$ cat src/rtl/store_lane_steer.sv
// Store lane steering: aligns one store onto a word-wide memory write port with byte
// enables, splitting stores that straddle a word boundary into two beats.
module store_lane_steer #(
  parameter int XLEN   = 32,
  parameter int ADDR_W = 32
) (
  input  logic              clk,
  input  logic              rst,
  input  logic              req_valid,
  output logic              req_ready,
  input  logic [ADDR_W-1:0] req_addr,
  input  logic [XLEN-1:0]   req_data,
  input  logic [1:0]        req_size,
  output logic              mem_valid,
  input  logic              mem_ready,
  output logic [ADDR_W-1:0] mem_addr,
  output logic [XLEN-1:0]   mem_wdata,
  output logic [3:0]        mem_be,
  output logic              size_err
);

  // state | meaning
  // IDLE  | ready for a store request, no beat pending
  // BEAT0 | first (or only) memory beat presented
  // BEAT1 | second beat of a word-crossing store presented
  typedef enum logic [1:0] {
    IDLE  = 2'd0,
    BEAT0 = 2'd1,
    BEAT1 = 2'd2
  } state_t;

  state_t state, state_n;

  logic [ADDR_W-1:0] addr_n;
  logic [XLEN-1:0]   wdata_n;
  logic [3:0]        be_n;
  logic              err_n;
  logic [XLEN-1:0]   hi_wdata, hi_wdata_n;
  logic [3:0]        hi_be, hi_be_n;
  logic              split, split_n;

  logic [1:0]        off;
  logic [XLEN-1:0]   data_m;
  logic [7:0]        lane_m;
  logic [2*XLEN-1:0] shifted;
  logic [7:0]        be_full;

  // Lane math over a two-word window: the upper half holds whatever spills past lane 3.
  always_comb begin
    off    = req_addr[1:0];
    data_m = req_data;
    lane_m = 8'b0000_1111;
    case (req_size)
      2'b00: begin
        data_m = {{(XLEN-8){1'b0}}, req_data[7:0]};
        lane_m = 8'b0000_0001;
      end
      2'b01: begin
        data_m = {{(XLEN-16){1'b0}}, req_data[15:0]};
        lane_m = 8'b0000_0011;
      end
      default: begin
        data_m = req_data;
        lane_m = 8'b0000_1111;
      end
    endcase
    shifted = {{XLEN{1'b0}}, data_m} << {off, 3'b000};
    be_full = lane_m << off;
  end

  always_comb begin
    state_n    = state;
    addr_n     = mem_addr;
    wdata_n    = mem_wdata;
    be_n       = mem_be;
    hi_wdata_n = hi_wdata;
    hi_be_n    = hi_be;
    split_n    = split;
    err_n      = 1'b0;
    case (state)
      IDLE: begin
        if (req_valid) begin
          if (req_size == 2'b11) begin
            err_n = 1'b1;
          end else begin
            state_n    = BEAT0;
            addr_n     = {req_addr[ADDR_W-1:2], 2'b00};
            wdata_n    = shifted[XLEN-1:0];
            be_n       = be_full[3:0];
            hi_wdata_n = shifted[2*XLEN-1:XLEN];
            hi_be_n    = be_full[7:4];
            split_n    = |be_full[7:4];
          end
        end
      end
      BEAT0: begin
        if (mem_ready) begin
          if (split) begin
            state_n = BEAT1;
            addr_n  = mem_addr + ADDR_W'(4);
            wdata_n = hi_wdata;
            be_n    = hi_be;
          end else begin
            state_n = IDLE;
            wdata_n = '0;
            be_n    = '0;
          end
        end
      end
      BEAT1: begin
        if (mem_ready) begin
          state_n = IDLE;
          wdata_n = '0;
          be_n    = '0;
        end
      end
      default: begin
        state_n = IDLE;
        wdata_n = '0;
        be_n    = '0;
      end
    endcase
  end

  always_ff @(posedge clk) begin
    if (rst) begin
      state     <= IDLE;
      req_ready <= 1'b1;
      mem_valid <= 1'b0;
      mem_addr  <= '0;
      mem_wdata <= '0;
      mem_be    <= '0;
      size_err  <= 1'b0;
      hi_wdata  <= '0;
      hi_be     <= '0;
      split     <= 1'b0;
    end else begin
      state     <= state_n;
      req_ready <= (state_n == IDLE);
      mem_valid <= (state_n != IDLE);
      mem_addr  <= addr_n;
      mem_wdata <= wdata_n;
      mem_be    <= be_n;
      size_err  <= err_n;
      hi_wdata  <= hi_wdata_n;
      hi_be     <= hi_be_n;
      split     <= split_n;
    end
  end

endmodule

$ cat config.mk
export PLATFORM = sky130hd
export DESIGN_NAME = store_lane_steer
export DESIGN_NICKNAME = d
export VERILOG_FILES = /design/src/rtl/store_lane_steer.sv
export SDC_FILE = /design/constraint.sdc
export NUM_CORES = 1
export LEC_CHECK = 0
export CAP_MARGIN = 20
export CORE_ASPECT_RATIO = 1.4
export CORE_MARGIN = 8
export CORE_UTILIZATION = 60
export CTS_CLUSTER_DIAMETER = 60
export DETAILED_ROUTE_END_ITERATION = 10
export DONT_BUFFER_PORTS = 1
export PLACE_DENSITY = 0.85
export SYNTH_ARGS = -nofsm -noshare
export SYNTH_HDL_FRONTEND = slang
export SYNTH_SLANG_ARGS = --single-unit
export TNS_END_PERCENT = 20
$ cat constraint.sdc
create_clock -name clk -period 4.1 [get_ports clk]
set_input_delay 0.82 -clock clk [delete_from_list [all_inputs] [get_ports clk]]
set_output_delay 0.82 -clock clk [all_outputs]
set_load 0.02 [all_outputs]
==> impl_metrics.py <==
metrics = {
    "global_routing": {
        "grt-ovfl-total": 0,
        "grt.total_usage_pct": 26.14,
        "grt_pass1_wl_mm": 24.54,
        "grt_max_degree": 78,
        "grt_pass1_vias": 4696,
        "antenna_found_initial": 0,
    },
    "timing": {
        "rsz0062_at_grt": "false",
        "setup_viol": 0,
        "timing.setup.tns_ps": 0,
        "fin_ws_ps": 1511,
        "worst_pin_slew_ps": 997.7,
        "whs_ps": 483.8,
        "finalCriticalPeriod_ps": 2589,
        "hold_violations": 0,
        "period_share_pct": 63.16,
        "drv_slew": 0,
        "maxClockFrequency_ghz": 0.3862,
        "skew_ps": 8.483,
        "relSlewSlack_pct": 33.49,
    },
    "route": {
        "viasPerCell": 7.047,
        "routedWlPerCell_um": 22.50,
        "drc": 0,
        "dr.pass1.iters": 6,
        "first_iter_violations": 361,
        "vias": 4947,
        "routed_wl_mm": 15.80,
        "antenna_left": 0,
    },
    "clocking": {
        "cts_max_level": 3,
        "ctsResizeCount": 0,
        "clk_latency_ps": 350,
        "cts_hold_buf": 0,
        "clkTransAtPathRegs_ps": 70,
        "cts_setup_buffers": 0,
        "cts_buffer_depth": 2,
        "clkSinkCount": 99,
        "cts_root_buf": "clkbuf_16",
        "numCtsBuffers": 9,
        "cts_tree": "built",
    },
    "worst_setup_path": {
        "rr_worst_depth": 5,
        "crit_path_cell_trace": "nand4b_1, o31a_1, nor4_1, a211oi_1, nor4_1",
        "critPathMostFrequentCell": "nor4_1",
        "path_max_fanout": 26,
        "path_delay_family": "compound AO/OA/AOI/OAI gates",
        "start_kind": "flop",
        "r2r_setup_slack_ps": 1510,
        "end_kind": "flop",
        "crit_required_ps": 4340,
        "path_buf_inv": 0,
        "reg2reg_from": "state[1]$_SDFF_PP0_",
        "arrival_ps": 2830,
        "cp_slowest_cell": "o31a_1",
        "max_stage_delay_ps": 870,
        "r2r-end": "mem_addr[27]$_SDFFE_PP0P_",
        "critical_path_class": "reg -> reg",
    },
    "worst_hold_path": {
        "hold_depth": 1,
        "worstHoldPathType": "reg -> reg",
        "worstHoldStart": "hi_be[0]$_SDFFE_PP0P_",
        "holdPathEnd": "hi_be[0]$_SDFFE_PP0P_",
    },
    "synth": {
        "synth_area_leaders": "dfxtp_1, nor2_1, o21ai_0",
        "synth.distinct_cells": 68,
        "ys.warnings.count": 0,
        "netlist_area_um2": 5089,
        "yosysTopAreaCell": "dfxtp_1",
        "synth-main-ff-cell": "dfxtp_1",
        "yosysSeqAreaShare_pct": 38.95,
        "syn_inst": 623,
        "synth.most_common_cell": "dfxtp_1",
        "ys_ff_latch": 99,
        "ys_top_cells_by_count": "dfxtp_1, nor2_1, nand2_1, o21ai_0, clkbuf_1",
        "async_flop_share_pct": 0,
        "yosysTopAreaCellShare_pct": 38.95,
        "syn_avg_cell_area_um2": 8.168,
        "synth_edf_count": 0,
    },
    "die": {
        "pin_count": 141,
        "coreArea_um2": 8408,
        "die_h_um": 125.0,
        "die-area_um2": 11730,
        "rows": 40,
        "start_util_pct": 60.52,
        "die_w_um": 93.83,
    },
    "placement": {
        "dpl.cell_count": 684,
        "dp_hpwl_mm": 11.52,
        "gp_congestion": 0.8985,
        "post-place-ws_ps": 1333,
        "numPortBuffers": 0,
    },
    "pwr": {
        "seqPwrFrac_pct": 50.4,
        "intPower_mw": 1.584,
        "power.share.clock_pct": 36.5,
        "pwr-share-comb_pct": 13.1,
        "ir_worst_vdd_uv": 250.4,
        "p_leak_nw": 1.880,
        "netSwitchingPower_mw": 0.6959,
        "p_sw_share_pct": 30.52,
        "p_per_area_nw_per_um2": 424.0,
    },
    "layout": {
        "layout.cells.non_filler": 702,
        "num-nets-final": 663,
        "syn2layout_area_growth_pct": 5.680,
        "antenna_cells": 0,
        "drive_gt1_share_pct": 8.040,
    },
    "flow_run": {
        "max_cap_viol_count": 0,
    },
    "run_status": {
        "status": "finished, final reports clean",
    },
}
==> registers in the layout (all words and copies together), names as in the netlist <==
register,cells
mem_addr,30
mem_valid,1
mem_be,4
split,1
req_ready,1
hi_wdata,24
state,2
size_err,1
hi_be,3
mem_wdata,32
==> placed cells by master, fill, tap and decap left out, drive strengths merged, types with 3 or more instances in the layout <==
cell	n
nor3	27
a31oi	3
a21oi	31
o31a	3
a221oi	15
and3	9
or4	3
a2bb2oi	12
a22o	9
nor4	9
a222oi	8
dfxtp	99
o22ai	5
clkinv	4
mux2i	6
nand4	5
clkbuf	10
a32o	4
mux2	7
and2	4
nand3	15
o31ai	3
nor2	89
inv	10
nand2b	4
o2bb2ai	14
nand2	53
a211oi	10
buf	8
o21ai	44
and4	6
or3	5
a22oi	26
o41ai	3
==> area by class of cell <==
| type | count | area (um2) |
|---|---|---|
| Sequential cell | 99 | 1982 |
| Inverter | 8 | 30.03 |
| Timing Repair Buffer | 8 | 67.56 |
| Clock buffer | 10 | 239.0 |
| Tap cell | 105 | 131.4 |
| Fill cell | 727 | 3030 |
| Clock inverter | 6 | 55.05 |
| Multi-Input combinational cell | 466 | 2873 |
==> how the worst max path moves through the flow <==
stage / cells past startpoint / startpoint / to / slack (ps)
after CTS: 5 / state[1]$_SDFF_PP0_ / mem_addr[27]$_SDFFE_PP0P_ / 1530
final: 5 / state[1]$_SDFF_PP0_ / mem_addr[27]$_SDFFE_PP0P_ / 1510
after floorplan: 5 / req_valid / mem_addr[15]$_SDFFE_PP0P_ / 1910
after global placement: 6 / req_valid / hi_wdata[19]$_SDFFE_PP0P_ / 1410
after detailed placement: 6 / req_valid / hi_wdata[18]$_SDFFE_PP0P_ / 1330
after global routing: 5 / state[1]$_SDFF_PP0_ / mem_addr[27]$_SDFFE_PP0P_ / 1300
==> metal layers <==
metal,vias up,global-route usage [%],share of wire [%]
li1,2295,-,-
met1,2324,26.91,33
met2,275,44.32,51
met3,53,10.60,12
met4,0,12.56,4.0
met5,-,0,0
==> worst register-to-register path, delay by kind of cell, from the launching register on <==
kind	cells	cell delay, ps
AO/OA/AOI/OAI	2	1180
flip-flops	1	690
AND/OR/NAND/NOR	3	620
==> per-stage QoR <==
step | utilization (%) | power, mW | cell area [um2]
floorplan | - | 1.404 | 5092
global placement | 60.19 | 1.451 | 5061
detailed placement | 60.19 | 1.464 | 5061
CTS | 63.69 | 2.283 | 5355
global route | 63.96 | 2.373 | 5378
finish | 63.96 | 2.280 | 5378
==> power groups by stage <==
stage / logic, mW / clock network (mW) / registers (mW)
after floorplan: 0.260 / 0 / 1.14
after CTS: 0.293 / 0.839 / 1.15
after global routing: 0.329 / 0.885 / 1.16
after detailed placement: 0.291 / 0 / 1.17
final: 0.299 / 0.831 / 1.15
after global placement: 0.281 / 0 / 1.17
==> kinds of logic (layout without fill, tap and decap cells) <==
family          Yosys count  after routing  synth area share (%)
buf+inv                  59             32                 4.770
fa+ha+maj                 1              1                0.2458
compound gates          215            215                 30.74
simple gates            235            235                 22.50
flops                    99             99                 38.95
other cells               1              2               0.07369
mux                      13             13                 2.729
Power figures use the tool's default switching activity.
